### config.mk
export PLATFORM = sky130hd
export DESIGN_NAME = button_rotate_controller
export DESIGN_NICKNAME = d
export VERILOG_FILES = /design/src/rtl/button_rotate_controller.sv
export SDC_FILE = /design/constraint.sdc
export NUM_CORES = 1
export LEC_CHECK = 0
export CAP_MARGIN = 20
export CORE_ASPECT_RATIO = 0.75
export CORE_MARGIN = 4
export CORE_UTILIZATION = 53
export DETAILED_ROUTE_END_ITERATION = 10
export PLACE_DENSITY = 0.76
export SKIP_CTS_REPAIR_TIMING = 1
export SLEW_MARGIN = 20
export SYNTH_ARGS = -nofsm -noshare
export SYNTH_HDL_FRONTEND = slang
export SYNTH_SLANG_ARGS = --single-unit
### constraint.sdc
create_clock -name clk -period 2.2 [get_ports clk]
set_input_delay 0.44 -clock clk [delete_from_list [all_inputs] [get_ports clk]]
set_output_delay 0.44 -clock clk [all_outputs]
set_load 0.05 [all_outputs]
### src/rtl/button_rotate_controller.sv
// Pushbutton front end for the rotate datapath: sync + debounce + edge detect per
// button, then a two-state FSM that rotates or loads the 16-bit LED register.
module button_rotate_controller #(
    parameter int          DEBOUNCE_CYCLES = 1_000_000,
    parameter logic [15:0] INIT_VALUE      = 16'h0001
) (
    input  logic        clk,
    input  logic        rst,
    input  logic        BTNR,
    input  logic        BTNL,
    input  logic        BTNC,
    input  logic        BTNU,
    input  logic [15:0] sw,
    output logic [15:0] led,
    output logic        busy,
    output logic [7:0]  rot_count
);

    localparam int CW = (DEBOUNCE_CYCLES > 2) ? $clog2(DEBOUNCE_CYCLES) : 1;
    localparam logic [CW-1:0] CNT_LAST = CW'(DEBOUNCE_CYCLES - 1);

    localparam logic [0:0] IDLE = 1'b0;
    localparam logic [0:0] STEP = 1'b1;

    // Bit order in all per-button vectors: {U, C, L, R}
    logic [3:0]    raw;
    logic [3:0]    sync1, sync2, db, db_q;
    logic [CW-1:0] cnt [4];
    logic [3:0]    pulse;

    assign raw = {BTNU, BTNC, BTNL, BTNR};

    always_ff @(posedge clk) begin
        if (rst) begin
            sync1 <= '0;
            sync2 <= '0;
            db    <= '0;
            db_q  <= '0;
            for (int i = 0; i < 4; i++) cnt[i] <= '0;
        end else begin
            sync1 <= raw;
            sync2 <= sync1;
            db_q  <= db;
            // A level is accepted only after it has disagreed with db for DEBOUNCE_CYCLES edges
            for (int i = 0; i < 4; i++) begin
                if (sync2[i] != db[i]) begin
                    if (cnt[i] == CNT_LAST) begin
                        db[i]  <= ~db[i];
                        cnt[i] <= '0;
                    end else begin
                        cnt[i] <= cnt[i] + CW'(1);
                    end
                end else begin
                    cnt[i] <= '0;
                end
            end
        end
    end

    assign pulse = db & ~db_q;

    logic       pr, pl, pu, c_lvl;
    assign pr    = pulse[0];
    assign pl    = pulse[1];
    assign pu    = pulse[3];
    assign c_lvl = db[2];

    function automatic logic [15:0] rot1(input logic [15:0] v, input logic left);
        rot1 = left ? {v[14:0], v[15]} : {v[0], v[15:1]};
    endfunction

    logic [0:0] state;
    logic       dir_left;

    always_ff @(posedge clk) begin
        if (rst) begin
            led       <= INIT_VALUE;
            state     <= IDLE;
            dir_left  <= 1'b0;
            rot_count <= '0;
        end else begin
            case (state)
                IDLE: begin
                    if (pu) begin
                        led <= sw;
                    end else if (pr ^ pl) begin
                        led      <= rot1(led, pl);
                        dir_left <= pl;
                        // Two-bit steps count only once the second bit lands
                        if (c_lvl) state     <= STEP;
                        else       rot_count <= rot_count + 8'd1;
                    end
                end
                STEP: begin
                    led       <= rot1(led, dir_left);
                    rot_count <= rot_count + 8'd1;
                    state     <= IDLE;
                end
                default: state <= IDLE;
            endcase
        end
    end

    assign busy = (state == STEP);

endmodule

==> results of run 1 <==
==> sequential cells by signal (all words and copies together) (netlist names) <==
signal     count
busy           1
dir_left       1
sync1          4
cnt           80
rot_count      8
sync2          4
db             4
led           16
db_q           3
==> report_power, final <==
| part | switching [W] | internal (W) | total (W) |
|---|---|---|---|
| clock | 0.000919 | 0.00161 | 0.00253 |
| combinational | 0.000100 | 0.0000960 | 0.000196 |
| sequential | 0.0000712 | 0.00250 | 0.00257 |
| total | 0.00109 | 0.00421 | 0.00530 |
==> worst paths after layout <==
| check | startpoint | endpoint | slack (ns) | cells after the start |
|---|---|---|---|---|
| worst max-delay path | led[5] | led[5] | 0.05 | 1 |
| worst min-delay path | sync1[3] | sync2[3] | 0.44 | 1 |
| worst max register to register | cnt[2][0] | cnt[2][18] | 0.19 | 6 |
| worst min register to register | sync1[3] | sync2[3] | 0.44 | 1 |
==> through the flow <==
| stage | total power (W) | utilization (%) |
|---|---|---|
| detailed placement | 0.002799 | 62.71 |
| global route | 0.005500 | 67.60 |
| finish | 0.005297 | 67.60 |
| CTS | 0.005340 | 67.41 |
| floorplan | 0.002717 | - |
| global placement | 0.002790 | 62.71 |
==> Yosys cell counts, types with 11 or more instances <==
master | count | area [sq um]
nand2_1 | 60 | 225.2
edfxtp_1 | 80 | 2402
clkbuf_1 | 17 | 63.81
mux2i_1 | 19 | 190.2
a21oi_1 | 23 | 115.1
nor2b_1 | 12 | 75.07
o221a_2 | 13 | 146.4
nor3_1 | 13 | 65.06
xnor2_1 | 30 | 262.8
a31oi_1 | 14 | 87.58
inv_1 | 13 | 48.80
xor2_1 | 47 | 411.6
nor2_1 | 116 | 435.4
nand3_1 | 43 | 215.2
dfxtp_1 | 41 | 820.8
nand4_1 | 11 | 68.82
==> metal layers <==
metal | vias up | GRT usage (%)
met5 | - | 0
met4 | 0 | 8.933
met3 | 17 | 5.709
met2 | 110 | 32.71
met1 | 2352 | 26.66
li1 | 2471 | -
==> final cells by class <==
class                   count  area (sq um)
inverters                  13         48.80
clock inverters             3         15.01
clock buffers              29         530.5
flip-flops and latches    121          3223
fillers                   877          3762
well taps                 162         202.7
repair buffers             65         628.1
multi-input cells         558          3203
==> logic make-up (layout without fill, tap and decap cells) <==
logic type | after synthesis | in the layout | share of synthesized area (%)
and+or+nand+nor | 309 | 309 | 23.32
DFF | 121 | 121 | 51.21
xor gates and xnor gates | 78 | 78 | 10.97
AOI/OAI and AO/OA | 65 | 65 | 7.256
buffers and inverters | 41 | 110 | 2.803
muxes | 21 | 21 | 3.380
adders and majority gates | 5 | 5 | 0.9940
other | 1 | 80 | 0.05958
==> metrics.csv, run 1 <==
metric,value,unit
outcome,"complete, no violations",
Post-synth ARST share,0,%
Via-to-Cell Ratio,5.205,
CTS max path bufs,2,
Post-Place Cells,919,
Final Worst Setup Slack,0.05203,ns
Detailed Routing Iterations Pass 1,5,
Root Driver,clkbuf_16,
Synth-to-Final Area Change,24.75,%
row count,34,
highest-count cells in the layout ignoring fill and taps,"116 x nor2_1, 80 x edfxtp_1, 80 x conb_1, 60 x nand2_1, 47 x xor2_1",
gpl congestion,0.8231,
Post-synth EDFFs,80,
synth unique cells,48,
largest net degree at the start of global routing,21,
Antenna diodes,0,
Post-DRT Antenna Nets,0,
H-tree depth,4,
"Data required, critical path",1.76,ns
Clock Skew,0.007856,ns
Syn Area/Cell,9.818,sq um
antenna violations before repair,0,
die area,13700,sq um
Num CTS Buffers,17,
CTS tree,done,
clk slew on worst S/H paths,0.05,ns
Skew-Pair Late Insertion Delay,0.41,ns
met3 routed WL,567,um
max-slew violation count,0,
DRT iter0 DRCs,290,
routed wl met2,6.232,mm
Post-Route WL,13.15,mm
fin nets,803,
"most common cell after layout, fill and taps aside",nor2_1,
core area,11610,sq um
CTS sink count,121,
Top Family by Delay on Critical Path,buffers and inverters,
share of cells above drive strength 1,8.619,%
DP Wirelength,9.043,mm
Post-Synthesis Cells,641,
HP Class,reg2reg,
dpl ws,0.1627,ns
aggregate global routing overflow,0,
worst vdd ir,0.0005603,V
Initial Util,54.19,%
Port Buffers,46,
final cell count without fillers,951,
Yosys reg bits,121,
design area,7851,sq um
CP cell instances,clkdlybuf4s50_1,
Slew HR,58.80,%
Ports,47,
Startpoint Class,register,
Worst Path Arrival,1.71,ns
die width,133.8,um
met1 WL,6.165,mm
worst path bufs/invs,1,
final setup TNS,0,ns
Synth Warn #,0,
Slew @ Worst Pin,0.6133,ns
"critical path fanouts, max",6,
"Seq/Total Area, Yosys",51.21,%
Die H,102.4,um
number of global-route vias before repair,4947,
Synth Cell Area,6294,sq um
DP Area,7283,sq um
# DRC,0,
period utilisation layout,97.63,%
WS Path Type,reg2out,
Critical Path Sink Type,output pin,
Overall Global Routing Usage,20.54,%
hold_ws,0.4367,ns
uppermost layer routed,met4,
RSZ-0062 raised after global routing,no,
"slowest stage delay, CP",0.85,ns
Power Density,674.6,nW/um^2
CP max-delay cell,clkdlybuf4s50_1,
first-pass GRT wire length,22.41,mm
maxcap violations,0,
Synth Flop Type,edfxtp_1,
Via Count,4950,
setup violators final,0,
min Tclk post-route,2.148,ns
wire per inst,13.82,um
"Hold Violations, Final",0,
fmax,0.4656,GHz
static leakage,2.877,nW
Power figures use the tool's default switching activity.
==> run 2: changes to the inputs <==
--- a/config.mk
+++ b/config.mk
@@ -10,7 +10,7 @@
 export CORE_MARGIN = 4
 export CORE_UTILIZATION = 53
 export DETAILED_ROUTE_END_ITERATION = 10
-export PLACE_DENSITY = 0.76
+export PLACE_DENSITY_LB_ADDON = 0.2
 export SKIP_CTS_REPAIR_TIMING = 1
 export SLEW_MARGIN = 20
 export SYNTH_ARGS = -nofsm -noshare
==> run 2 against run 1 <==
Effect of this change:
- critical path type unchanged
- sequential cell count is the same
- highest routed layer unchanged
- power grew 4.0%
- die area is the same
- combinational power is essentially flat
- core utilization grew 0.34 points
==> metrics.csv, run 2 (synthesis results as in run 1) <==
metric,value,unit,change
uppermost layer routed,met4,,
Clock Skew,0.009963,ns,+0.002108 ns
design area,7891,sq um,+0.51%
die width,133.8,um,unchanged
hold_ws,0.4417,ns,+0.005013 ns
DRT iter0 DRCs,327,,+13%
"most common cell after layout, fill and taps aside",nor2_1,,
Worst Path Arrival,1.70,ns,about the same
CP max-delay cell,clkdlybuf4s50_1,,
Top Family by Delay on Critical Path,buffers and inverters,,
RSZ-0062 raised after global routing,no,,
Initial Util,54.19,%,unchanged
met3 routed WL,532,um,-6.2%
Ports,47,,unchanged
Port Buffers,46,,unchanged
"Data required, critical path",1.76,ns,about the same
max-slew violation count,0,,unchanged
Top reg by flops,cnt,,
CTS tree,done,,
maxcap violations,0,,unchanged
antenna violations before repair,0,,unchanged
highest-count cells in the layout ignoring fill and taps,"116 x nor2_1, 80 x edfxtp_1, 80 x conb_1, 60 x nand2_1, 47 x xor2_1",,
HP Class,reg2reg,,
min Tclk post-route,2.144,ns,-0.004171 ns
met1 WL,6.157,mm,-0.13%
row count,34,,unchanged
CTS sink count,121,,unchanged
Antenna diodes,0,,unchanged
Startpoint Class,register,,
Root Driver,clkbuf_16,,
"Hold Violations, Final",0,,unchanged
Post-Route WL,12.96,mm,-1.4%
Slew @ Worst Pin,0.5694,ns,-0.04388 ns
Synth-to-Final Area Change,25.39,%,
total power draw,0.005510,W,+4.0%
number of global-route vias before repair,4893,,-1.1%
CTS max path bufs,2,,unchanged
share of cells above drive strength 1,9.355,%,+0.74 points
first-pass GRT wire length,22.21,mm,-0.89%
Util after Layout,67.95,%,+0.34 points
clk slew on worst S/H paths,0.05,ns,about the same
outcome,"complete, no violations",,
Post-DRT Antenna Nets,0,,unchanged
Via Count,4980,,+0.61%
gpl congestion,0.8286,,+0.67%
Skew-Pair Late Insertion Delay,0.41,ns,about the same
period utilisation layout,97.45,%,-0.19 points
max reg flops,80,,unchanged
largest net degree at the start of global routing,30,,+43%
worst path bufs/invs,1,,unchanged
static leakage,2.860,nW,-0.61%
setup violators final,0,,unchanged
Overall Global Routing Usage,20.04,%,-0.50 points
Critical Path Sink Type,output pin,,
"slowest stage delay, CP",0.85,ns,about the same
top flop regs,"cnt x80, led x16, rot_count x8",,
CP cell instances,clkdlybuf4s50_1,,
DP Area,7288,sq um,about the same
Slew HR,61.95,%,+3.1 points
aggregate global routing overflow,0,,unchanged
wire per inst,13.60,um,-1.6%
core area,11610,sq um,unchanged
# DRC,0,,unchanged
"critical path fanouts, max",5,,-1
Num CTS Buffers,17,,unchanged
fmax,0.4665,GHz,+0.19%
Detailed Routing Iterations Pass 1,5,,unchanged
final setup TNS,0,ns,unchanged
die area,13700,sq um,unchanged
Via-to-Cell Ratio,5.226,,+0.39%
DP Wirelength,8.943,mm,-1.1%
worst vdd ir,0.0006187,V,+10%
Die H,102.4,um,unchanged
routed wl met2,6.068,mm,-2.6%
H-tree depth,4,,unchanged
WS Path Type,reg2out,,
Power Density,698.2,nW/um^2,+3.5%
fin nets,805,,+0.25%
-- run 2: cell types whose count changed in the layout (fill, tap and decap cells not counted), moves of 3 or more --
cell / previous run / this run
clkbuf_8: 6 / 3
clkbuf_1: 6 / 1
dlymetal6s2s_1: 4 / 1
clkdlybuf4s50_1: 39 / 43
clkinvlp_4: 0 / 3
-- run 2: worst paths after layout --
check	start	slack, ns	cells past startpoint	end
setup / recovery	led[8]	0.06	1	led[8]
hold / removal	sync1[3]	0.44	1	sync2[3]
setup reg to reg	cnt[3][6]	0.18	6	cnt[3][6]
hold reg to reg	sync1[3]	0.44	1	sync2[3]
-- run 2: layout make-up --
cell class	count	area, sq um
repair buffers	67	625.6
clock inverters	11	118.9
flip-flops and latches	121	3223
multi-input cells	558	3202
fillers	871	3722
clock buffers	21	470.5
inverters	13	48.80
well taps	162	202.7
-- run 2: metal layers --
layer / vias up / GRT usage (%)
met2: 116 / 32.29
met5: - / 0
li1: 2470 / -
met4: 0 / 8.221
met1: 2376 / 26.42
met3: 18 / 4.774
-- run 2: through the flow --
step / std cells / setup slack [ns]
after floorplan: 720 / 0.1704
after global placement: 921 / 0.2174
after detailed placement: 921 / 0.1080
after CTS: 953 / 0.04581
after global routing: 953 / 0.002445
final: 953 / 0.05620
-- run 2: where the power goes --
group,switching [W],internal [W],total [W]
clock network,0.000999,0.00175,0.00275
registers,0.0000711,0.00249,0.00257
logic,0.0000989,0.0000946,0.000194
total,0.00117,0.00434,0.00551
==> run 3: changes to the inputs <==
--- a/config.mk
+++ b/config.mk
@@ -10,6 +10,7 @@
 export CORE_MARGIN = 4
 export CORE_UTILIZATION = 53
 export DETAILED_ROUTE_END_ITERATION = 10
+export MAX_ROUTING_LAYER = met4
 export PLACE_DENSITY_LB_ADDON = 0.2
 export SKIP_CTS_REPAIR_TIMING = 1
 export SLEW_MARGIN = 20
==> run 3 against run 2 <==
Effect of this change:
- combinational power is essentially flat
- final area is the same
- power is essentially flat
- sequential share of layout area is the same
- worst hold slack lost 0.0024 ns
- critical path depth is the same
- non-clock buffer count is the same
- clock skew shrank 0.0014 ns
- maximum frequency is essentially flat
- die area is the same
- cell count is the same
- count of clock-buffer cells in the layout is the same
- critical path type unchanged
- critical endpoint unchanged
==> metrics.csv, run 3 (synthesis results as in run 1) <==
metric,value,unit,change
outcome,"complete, no violations",,
aggregate global routing overflow,0,,unchanged
static leakage,2.860,nW,unchanged
Ports,47,,unchanged
Slew HR,61.75,%,-0.20 points
Antenna diodes,0,,unchanged
met2 Resource Use GR,32.21,%,-0.078 points
Port Buffers,46,,unchanged
antenna violations before repair,0,,unchanged
max reg flops,80,,unchanged
number of global-route vias before repair,4896,,+0.061%
Root Driver,clkbuf_16,,
DRT iter0 DRCs,336,,+2.8%
final setup TNS,0,ns,unchanged
"Data required, critical path",1.76,ns,about the same
Post-DRT Antenna Nets,0,,unchanged
"Hold Violations, Final",0,,unchanged
dpl ws,0.1080,ns,unchanged
Die H,102.4,um,unchanged
RSZ-0062 raised after global routing,no,,
Overall Global Routing Usage,20.66,%,+0.62 points
met1 GRT Util,26.52,%,+0.095 points
highest-count cells in the layout ignoring fill and taps,"116 x nor2_1, 80 x edfxtp_1, 80 x conb_1, 60 x nand2_1, 47 x xor2_1",,
gpl congestion,0.8412,,+1.5%
Critical Path Source,led[8],,
first-pass GRT wire length,22.20,mm,about the same
"most common cell after layout, fill and taps aside",nor2_1,,
WS Path Type,reg2out,,
Util after Layout,67.95,%,unchanged
min Tclk post-route,2.144,ns,-0.0002324 ns
DP Wirelength,8.943,mm,unchanged
maxcap violations,0,,unchanged
Slew @ Worst Pin,0.5724,ns,+0.003027 ns
H-tree depth,4,,unchanged
gr busiest metal,met2,,
hold wc startpoint,rst,,
"slowest stage delay, CP",0.85,ns,about the same
Skew-Pair Late Insertion Delay,0.41,ns,about the same
share of cells above drive strength 1,9.355,%,unchanged
CP max-delay cell,clkdlybuf4s50_1,,
die width,133.8,um,unchanged
Clock Skew,0.008535,ns,-0.001428 ns
Detailed Routing Iterations Pass 1,5,,unchanged
clk slew on worst S/H paths,0.05,ns,about the same
GR Util met3,4.478,%,-0.30 points
CTS max path bufs,2,,unchanged
Power Density,698.3,nW/um^2,about the same
largest net degree at the start of global routing,30,,unchanged
HP Class,in2reg,,
max-slew violation count,0,,unchanged
Synth-to-Final Area Change,25.39,%,unchanged
CP cell instances,clkdlybuf4s50_1,,
Post-Route WL,12.91,mm,-0.41%
Top reg by flops,cnt,,
fillcell total,871,,unchanged
Num CTS Buffers,17,,unchanged
Worst Path Arrival,1.70,ns,about the same
Final Worst Setup Slack,0.05643,ns,+0.0002324 ns
fmax,0.4665,GHz,about the same
worst path bufs/invs,1,,unchanged
Startpoint Class,register,,
Critical Path Sink Type,output pin,,
Via Count,4969,,-0.22%
Via-to-Cell Ratio,5.214,,-0.22%
row count,34,,unchanged
top flop regs,"cnt x80, led x16, rot_count x8",,
Initial Util,54.19,%,unchanged
wire per inst,13.54,um,-0.41%
reg2reg start,cnt[3][6],,
CTS tree,done,,
period utilisation layout,97.43,%,about the same
setup violators final,0,,unchanged
Top Family by Delay on Critical Path,buffers and inverters,,
die area,13700,sq um,unchanged
fin nets,805,,unchanged
CTS sink count,121,,unchanged
worst vdd ir,0.0006150,V,-0.60%
"critical path fanouts, max",5,,unchanged
core area,11610,sq um,unchanged
# DRC,0,,unchanged
==> run 3: cell counts in the layout (fill, tap and decap cells not counted) <==
Identical to the previous run, type by type.
==> run 3: path summary, 6_finish.rpt <==
check	to	slack [ns]	cells after the start
setup / recovery	led[8]	0.06	1
hold / removal	db_q[0]	0.44	2
setup reg to reg	cnt[3][6]	0.18	6
hold reg to reg	sync2[3]	0.44	1
==> run 3: area by class of cell <==
class                      instances  area [sq um]  share of cell area [%]
tap                              162         202.7                   2.569
inverter                          13         48.80                  0.6184
multi-input combinational        558          3202                   40.57
timing repair buffer              67         625.6                   7.928
clock inverter                    11         118.9                   1.506
clock buffer                      21         470.5                   5.962
sequential                       121          3223                   40.84
==> run 3: report_power, final <==
part	internal [W]	switching, W	leakage (nW)
clock network	0.00175	0.00100	0.286
logic	0.0000946	0.0000985	1.42
registers	0.00249	0.0000710	1.16
total	0.00434	0.00117	2.86
==> run 3: per-stage QoR <==
step | hold slack (ns) | instance area, sq um | instances | power [W]
CTS | 0.4182 | 7878 | 953 | 0.005550
finish | 0.4393 | 7891 | 953 | 0.005510
global placement | 0.4244 | 7288 | 921 | 0.002788
floorplan | 0.4138 | 6590 | 720 | 0.002717
global route | 0.4490 | 7891 | 953 | 0.005712
detailed placement | 0.4336 | 7288 | 921 | 0.002797
==> run 3: metal layers <==
layer  routed length [um]  share of wire (%)  up-vias
li1                     -                  -     2469
met1                 6078                 47     2353
met2                 6060                 47      128
met3                  550                4.3       19
met4                  218                1.7        0
met5                    0                  0        -
